--- src/rtl/alu_exec_unit_if.sv ---
// Operand/result bundle between the EX-stage driver and alu_exec_unit.
// Overflow is present only when ALU_OVERFLOW_EN is defined.
interface alu_exec_unit_if #(parameter int WIDTH = 32);
  logic             start;
  logic [3:0]       ALUControl;
  logic [WIDTH-1:0] A;
  logic [WIDTH-1:0] B;
  logic [4:0]       Shamt;
  logic [WIDTH-1:0] Result;
  logic             Zero;
  logic             busy;
  logic             done;
`ifdef ALU_OVERFLOW_EN
  logic             Overflow;

  modport master (output start, ALUControl, A, B, Shamt,
                  input  Result, Zero, busy, done, Overflow);
  modport slave  (input  start, ALUControl, A, B, Shamt,
                  output Result, Zero, busy, done, Overflow);
`else
  modport master (output start, ALUControl, A, B, Shamt,
                  input  Result, Zero, busy, done);
  modport slave  (input  start, ALUControl, A, B, Shamt,
                  output Result, Zero, busy, done);
`endif
endinterface

--- src/rtl/alu_exec_unit.sv ---
// Registered EX-stage ALU: single-cycle ops finish in one clock, SLL shifts one bit per cycle.
// Optional Overflow output is enabled by defining ALU_OVERFLOW_EN.
module alu_exec_unit #(
  parameter int WIDTH = 32
) (
  input  logic           clk,
  input  logic           reset,
  alu_exec_unit_if.slave bus
);

  localparam logic [3:0] OP_ADD = 4'b0010;
  localparam logic [3:0] OP_SUB = 4'b0110;
  localparam logic [3:0] OP_AND = 4'b0000;
  localparam logic [3:0] OP_NOR = 4'b1100;
  localparam logic [3:0] OP_SLT = 4'b0111;
  localparam logic [3:0] OP_SLL = 4'b1110;

  typedef enum logic {IDLE, SHIFT} state_t;

  state_t           state, state_next;
  logic [WIDTH-1:0] acc, acc_next;
  logic [4:0]       cnt, cnt_next;
  logic [WIDTH-1:0] result, result_next;
  logic             zero, zero_next;
  logic             done, done_next;
  logic [WIDTH-1:0] sum, diff, op_result;
  logic             is_shift;

  assign sum      = bus.A + bus.B;
  assign diff     = bus.A - bus.B;
  assign is_shift = (bus.ALUControl == OP_SLL) && (bus.Shamt != 5'd0);

  // NOP (JR) and undefined codes fall through to a zero result.
  always_comb begin
    op_result = '0;
    case (bus.ALUControl)
      OP_ADD:  op_result = sum;
      OP_SUB:  op_result = diff;
      OP_AND:  op_result = bus.A & bus.B;
      OP_NOR:  op_result = ~(bus.A | bus.B);
      OP_SLT:  op_result = {{(WIDTH-1){1'b0}}, ($signed(bus.A) < $signed(bus.B))};
      OP_SLL:  op_result = bus.B;
      default: op_result = '0;
    endcase
  end

`ifdef ALU_OVERFLOW_EN
  logic ovf, ovf_next, op_ovf;

  always_comb begin
    op_ovf = 1'b0;
    case (bus.ALUControl)
      OP_ADD:  op_ovf = (bus.A[WIDTH-1] == bus.B[WIDTH-1]) && (sum[WIDTH-1] != bus.A[WIDTH-1]);
      OP_SUB:  op_ovf = (bus.A[WIDTH-1] != bus.B[WIDTH-1]) && (diff[WIDTH-1] != bus.A[WIDTH-1]);
      default: op_ovf = 1'b0;
    endcase
  end

  assign bus.Overflow = ovf;
`endif

  always_comb begin
    state_next  = state;
    acc_next    = acc;
    cnt_next    = cnt;
    result_next = result;
    zero_next   = zero;
    done_next   = 1'b0;
`ifdef ALU_OVERFLOW_EN
    ovf_next    = ovf;
`endif
    case (state)
      IDLE: begin
        if (bus.start) begin
          if (is_shift) begin
            acc_next   = bus.B;
            cnt_next   = bus.Shamt;
            state_next = SHIFT;
          end else begin
            result_next = op_result;
            zero_next   = (op_result == '0);
            done_next   = 1'b1;
`ifdef ALU_OVERFLOW_EN
            ovf_next    = op_ovf;
`endif
          end
        end
      end
      SHIFT: begin
        acc_next = acc << 1;
        cnt_next = cnt - 5'd1;
        // Last step: publish the final shift directly rather than waiting a cycle for acc.
        if (cnt == 5'd1) begin
          result_next = acc << 1;
          zero_next   = ((acc << 1) == '0);
          done_next   = 1'b1;
          state_next  = IDLE;
`ifdef ALU_OVERFLOW_EN
          ovf_next    = 1'b0;
`endif
        end
      end
    endcase
  end

  always_ff @(posedge clk) begin
    if (reset) begin
      state  <= IDLE;
      acc    <= '0;
      cnt    <= '0;
      result <= '0;
      zero   <= 1'b0;
      done   <= 1'b0;
`ifdef ALU_OVERFLOW_EN
      ovf    <= 1'b0;
`endif
    end else begin
      state  <= state_next;
      acc    <= acc_next;
      cnt    <= cnt_next;
      result <= result_next;
      zero   <= zero_next;
      done   <= done_next;
`ifdef ALU_OVERFLOW_EN
      ovf    <= ovf_next;
`endif
    end
  end

  assign bus.Result = result;
  assign bus.Zero   = zero;
  assign bus.done   = done;
  assign bus.busy   = (state == SHIFT);

endmodule

--- src/flat_wrapper.sv ---
// flat-port wrapper written by rule: the top's interface ports become plain ports
module alu_exec_unit_flat 
#(
  parameter int WIDTH = 32
)
  (clk, reset, bus_start, bus_ALUControl, bus_A, bus_B, bus_Shamt, bus_Result, bus_Zero, bus_busy, bus_done);
  alu_exec_unit_if #(.WIDTH(WIDTH)) bus_i ();
  input  logic clk;
  input  logic reset;
  input wire logic [$bits(bus_i.start)-1:0] bus_start;
  input wire logic [$bits(bus_i.ALUControl)-1:0] bus_ALUControl;
  input wire logic [$bits(bus_i.A)-1:0] bus_A;
  input wire logic [$bits(bus_i.B)-1:0] bus_B;
  input wire logic [$bits(bus_i.Shamt)-1:0] bus_Shamt;
  output wire logic [$bits(bus_i.Result)-1:0] bus_Result;
  output wire logic [$bits(bus_i.Zero)-1:0] bus_Zero;
  output wire logic [$bits(bus_i.busy)-1:0] bus_busy;
  output wire logic [$bits(bus_i.done)-1:0] bus_done;
  assign bus_i.start = bus_start;
  assign bus_i.ALUControl = bus_ALUControl;
  assign bus_i.A = bus_A;
  assign bus_i.B = bus_B;
  assign bus_i.Shamt = bus_Shamt;
  assign bus_Result = bus_i.Result;
  assign bus_Zero = bus_i.Zero;
  assign bus_busy = bus_i.busy;
  assign bus_done = bus_i.done;
  alu_exec_unit #(.WIDTH(WIDTH)) u_core (.clk(clk), .reset(reset), .bus(bus_i));
endmodule
--- config.mk ---
export PLATFORM = sky130hd
export DESIGN_NAME = alu_exec_unit_flat
export DESIGN_NICKNAME = d
export VERILOG_FILES = /design/src/rtl/alu_exec_unit_if.sv /design/src/rtl/alu_exec_unit.sv /design/src/flat_wrapper.sv
export SDC_FILE = /design/constraint.sdc
export NUM_CORES = 1
export LEC_CHECK = 0
export BUFFER_PORTS_ARGS = -buffer_cell sky130_fd_sc_hd__buf_4
export CORE_ASPECT_RATIO = 1.25
export CORE_MARGIN = 2
export CORE_UTILIZATION = 40
export DETAILED_ROUTE_END_ITERATION = 10
export SKIP_CTS_REPAIR_TIMING = 1
export SLEW_MARGIN = 20
export SYNTH_ARGS = -nofsm -noshare
export SYNTH_HDL_FRONTEND = slang
export SYNTH_SLANG_ARGS = --single-unit
--- constraint.sdc ---
create_clock -name clk -period 5.5 [get_ports clk]
set_input_delay 0.55 -clock clk [delete_from_list [all_inputs] [get_ports clk]]
set_output_delay 0.55 -clock clk [all_outputs]
set_load 0.01 [all_outputs]
==> results.cfg <==
[status]
status = finished, final reports clean

[placement]
gp_congestion = 1.016
port_buffers = 110
post_dp_cell_area_sq_um = 9744
pre_cts_slack_ps = 626.3
hpwl_um = 25920

[hold_path]
min_path_type = flop to flop

[logic_synthesis]
synth_sequential_area_ratio_pct = 16.32
post-synth-top-area-cell = dfxtp_1
synth_largest_type_area_fraction_pct = 16.32
synth_mux_area_share_pct = 1.279
synth_edf_count = 0
postSynthAreaPerCell_sq_um = 6.994
post_synth_xor_area_fraction_pct = 0.7041
yosys_most_used_dff = dfxtp_1
post_synth_inst_count = 1245
synth.area.top_cells = dfxtp_1 (16%), ha_1 (15%), nand2_1 (6.8%)
synth-compound-area-share_pct = 34.36
synth_fa_ha_area_share_pct = 15.26
synth.net_count = 1426
synth-warning-count = 0
combinational_family_with_the_most_area_after_synthesis = compound AO/OA/AOI/OAI gates
synthArstFlopShare_pct = 0
netlist-cell-type-count = 77
synth.ff_latch_count = 71
synthesis.area_sq_um = 8707
area_share_of_and_or_nand_nor_cells_after_synthesis_pct = 24.26

[floorplan]
initial_core_util_pct = 40.55
die_width_um = 136.0
fp.coreArea_sq_um = 21470
die_height_um = 169.0
die_area_sq_um = 22970
ioPinCount = 111
fp-row-count = 60

[final_layout]
filler_cell_count = 2256
num_antenna_cells = 0
design_area_sq_um = 10060
area_growth_from_synthesis_to_final_layout_pct = 15.49
final_layout_size_suffix_gt1_share_pct = 12.25
nNetsFinal = 1483
most_common_library_cell_in_the_layout_ignoring_fill_and_taps = nand2_1
most_frequent_cells_in_the_layout = nand2_1 (157), buf_4 (127), a21oi_1 (104), ha_1 (103), nor2_1 (102)

[setup_path]
worstPathBufferInverterCount = 3
critical_path_required_ps = 5780
cp_data_arrival_time_ps = 4840
path_cells = buf_4, inv_1, ha_1, inv_1, a221oi_1, a211oi_1, nor3_1, xnor2_1, o221ai_1, or4b_1, or3_1, or4_1, nor4b_1, a41o_1
timing_worst_setup_path_type = input port to flop
cpMostUsedCell = inv_1
cpMaxStageDelayCell = nor3_1
critical_path_peak_fanout = 10
worstSetupEndpointType = flop
cpLargestDelayFamily = simple AND/OR/NAND/NOR gates
critPathMaxStageDelay_ps = 570
startpoint_type = input port

[routing]
drtPass1Iterations = 6
first_iter_violations = 1112
post_drt_wl_per_cell_um = 21.41
drt_wl_total_um = 33930
detail_route.vias_per_cell = 6.311
drc_errors = 0
postRouteAntennaNets = 0
dr_total_vias = 10003

[sta]
timing.clock.skew_ps = 6.263
hold_viol = 0
worst_tran_pin_value_ps = 1026
min_period_over_period_pct = 82.90
fmax_mhz = 219.3
setup_ws_ps = 940.7
slew_headroom_pct = 31.13
slew_viol_final = 0
fin_tns_setup_ps = 0
setup-violations-final = 0
grt_setup_unrepaired = no
timing.final.crit_period_ps = 4559

[clock_tree]
cts_root_buffer = clkbuf_16
cts_buffers = 9
clock_path_buffers = 2
tritoncts = done
clock_latency_ps = 330
clock_sinks = 71
clock_tree.htree_level_count = 3
worst_setup_hold_path_clk_slew_ps = 60

[grt]
busiest_layer = met2
antenna_violations_before_repair = 0
wire_length_of_the_first_global_routing_pass_um = 51560
global_route.usage.total_pct = 28.61
globalRouteMet2Util_pct = 47.74
maximum_number_of_pins_on_one_net_before_global_route_repair = 54
use_met3_pct = 2.156
overflow = 0
grt_pass1_vias = 9060
globalRouteMet1Util_pct = 38.63

[power_and_ir_drop]
cellLeakagePower_nw = 4.331
power_per_cell_area_nw_per_um2 = 193.9
vdd_drop_max_mv = 0.1920
power_mw = 1.950

[flow_run]
max-cap-violations = 0
-- registers in the layout (all words and copies together), names as in the netlist --
register,count
u_core.bus.Result,32
u_core.acc,31
u_core.cnt,5
u_core.bus.Zero,1
u_core.bus.busy,1
u_core.bus.done,1
-- through the flow --
step                      hold WS (ps)  utilization, %  std cells
final                            449.2           46.84       1585
after global routing             474.1           46.84       1585
after CTS                        452.1           46.84       1585
after detailed placement         444.8           45.38       1570
after global placement           440.2           45.38       1570
after floorplan                  453.5               -       1245
-- routing by layer --
metal | routed length [um] | part of all wire (%)
met3 | 2236 | 6.6
met4 | 1112 | 3.3
met5 | 0 | 0
met1 | 14750 | 43
met2 | 15840 | 47
-- Yosys cell counts, types with 5 or more instances --
library cell	count
nand2_1	157
a21oi_1	104
ha_1	103
nor2_1	102
inv_1	98
clkbuf_1	72
dfxtp_1	71
o21ai_0	49
a31oi_1	36
nand2b_1	33
nor3_1	32
o211ai_1	32
a211oi_1	23
nand3_1	21
nor4_1	20
a21o_1	17
a222oi_1	16
a311oi_1	14
nor2b_1	14
a22oi_1	13
a221o_1	12
o21a_1	11
o31ai_1	11
a221oi_1	10
and3_1	10
mux2i_1	10
nand4_1	9
o221ai_1	8
o22ai_1	8
and2_1	7
o21bai_1	7
or3_1	7
o311ai_0	6
buf_1	5
o2111ai_1	5
or4_1	5
-- cell type report --
class                           instances  area [sq um]  area share [%]
Clock inverter                          6         86.33          0.8585
Multi-Input combinational cell        994          6648           66.11
Sequential cell                        71          1423           14.15
Clock buffer                            9         225.2           2.240
Timing Repair Buffer                  127         953.4           9.481
Inverter                               99         371.6           3.695
Tap cell                              279         349.1           3.471
-- path summary, 6_finish.rpt --
check                         from                     to  slack [ps]  depth (start not counted)
min          u_core.bus.Result[12]  u_core.bus.Result[12]         450                          2
max                       bus_B[4]        u_core.bus.Zero         940                         14
max reg2reg        u_core.bus.busy        u_core.bus.Zero        2140                         11
min reg2reg  u_core.bus.Result[12]  u_core.bus.Result[12]         450                          2
-- report_power, final --
part	internal (mW)	leakage, nW	switching (mW)
clock network	0.393	0.151	0.216
registers	0.541	0.578	0.0176
logic	0.291	3.60	0.491
total	1.23	4.33	0.725
-- logic make-up (layout without fill, tap and decap cells) --
family / count (synthesis) / count (layout)
XOR/XNOR: 7 / 7
AND/OR/NAND/NOR: 442 / 442
adder cells (fa/ha/maj): 105 / 105
AO/OA/AOI/OAI: 429 / 429
buffers and inverters: 180 / 241
multiplexers: 11 / 11
flip-flops: 71 / 71
-- worst reg2reg max path, delay by kind of cell, from the launching register on --
kind	cells	cell delay [ps]
AOI/OAI and AO/OA	2	310
DFF	1	670
and+or+nand+nor	8	2200
buffers and inverters	1	120
(Power assumes the default switching activity.)
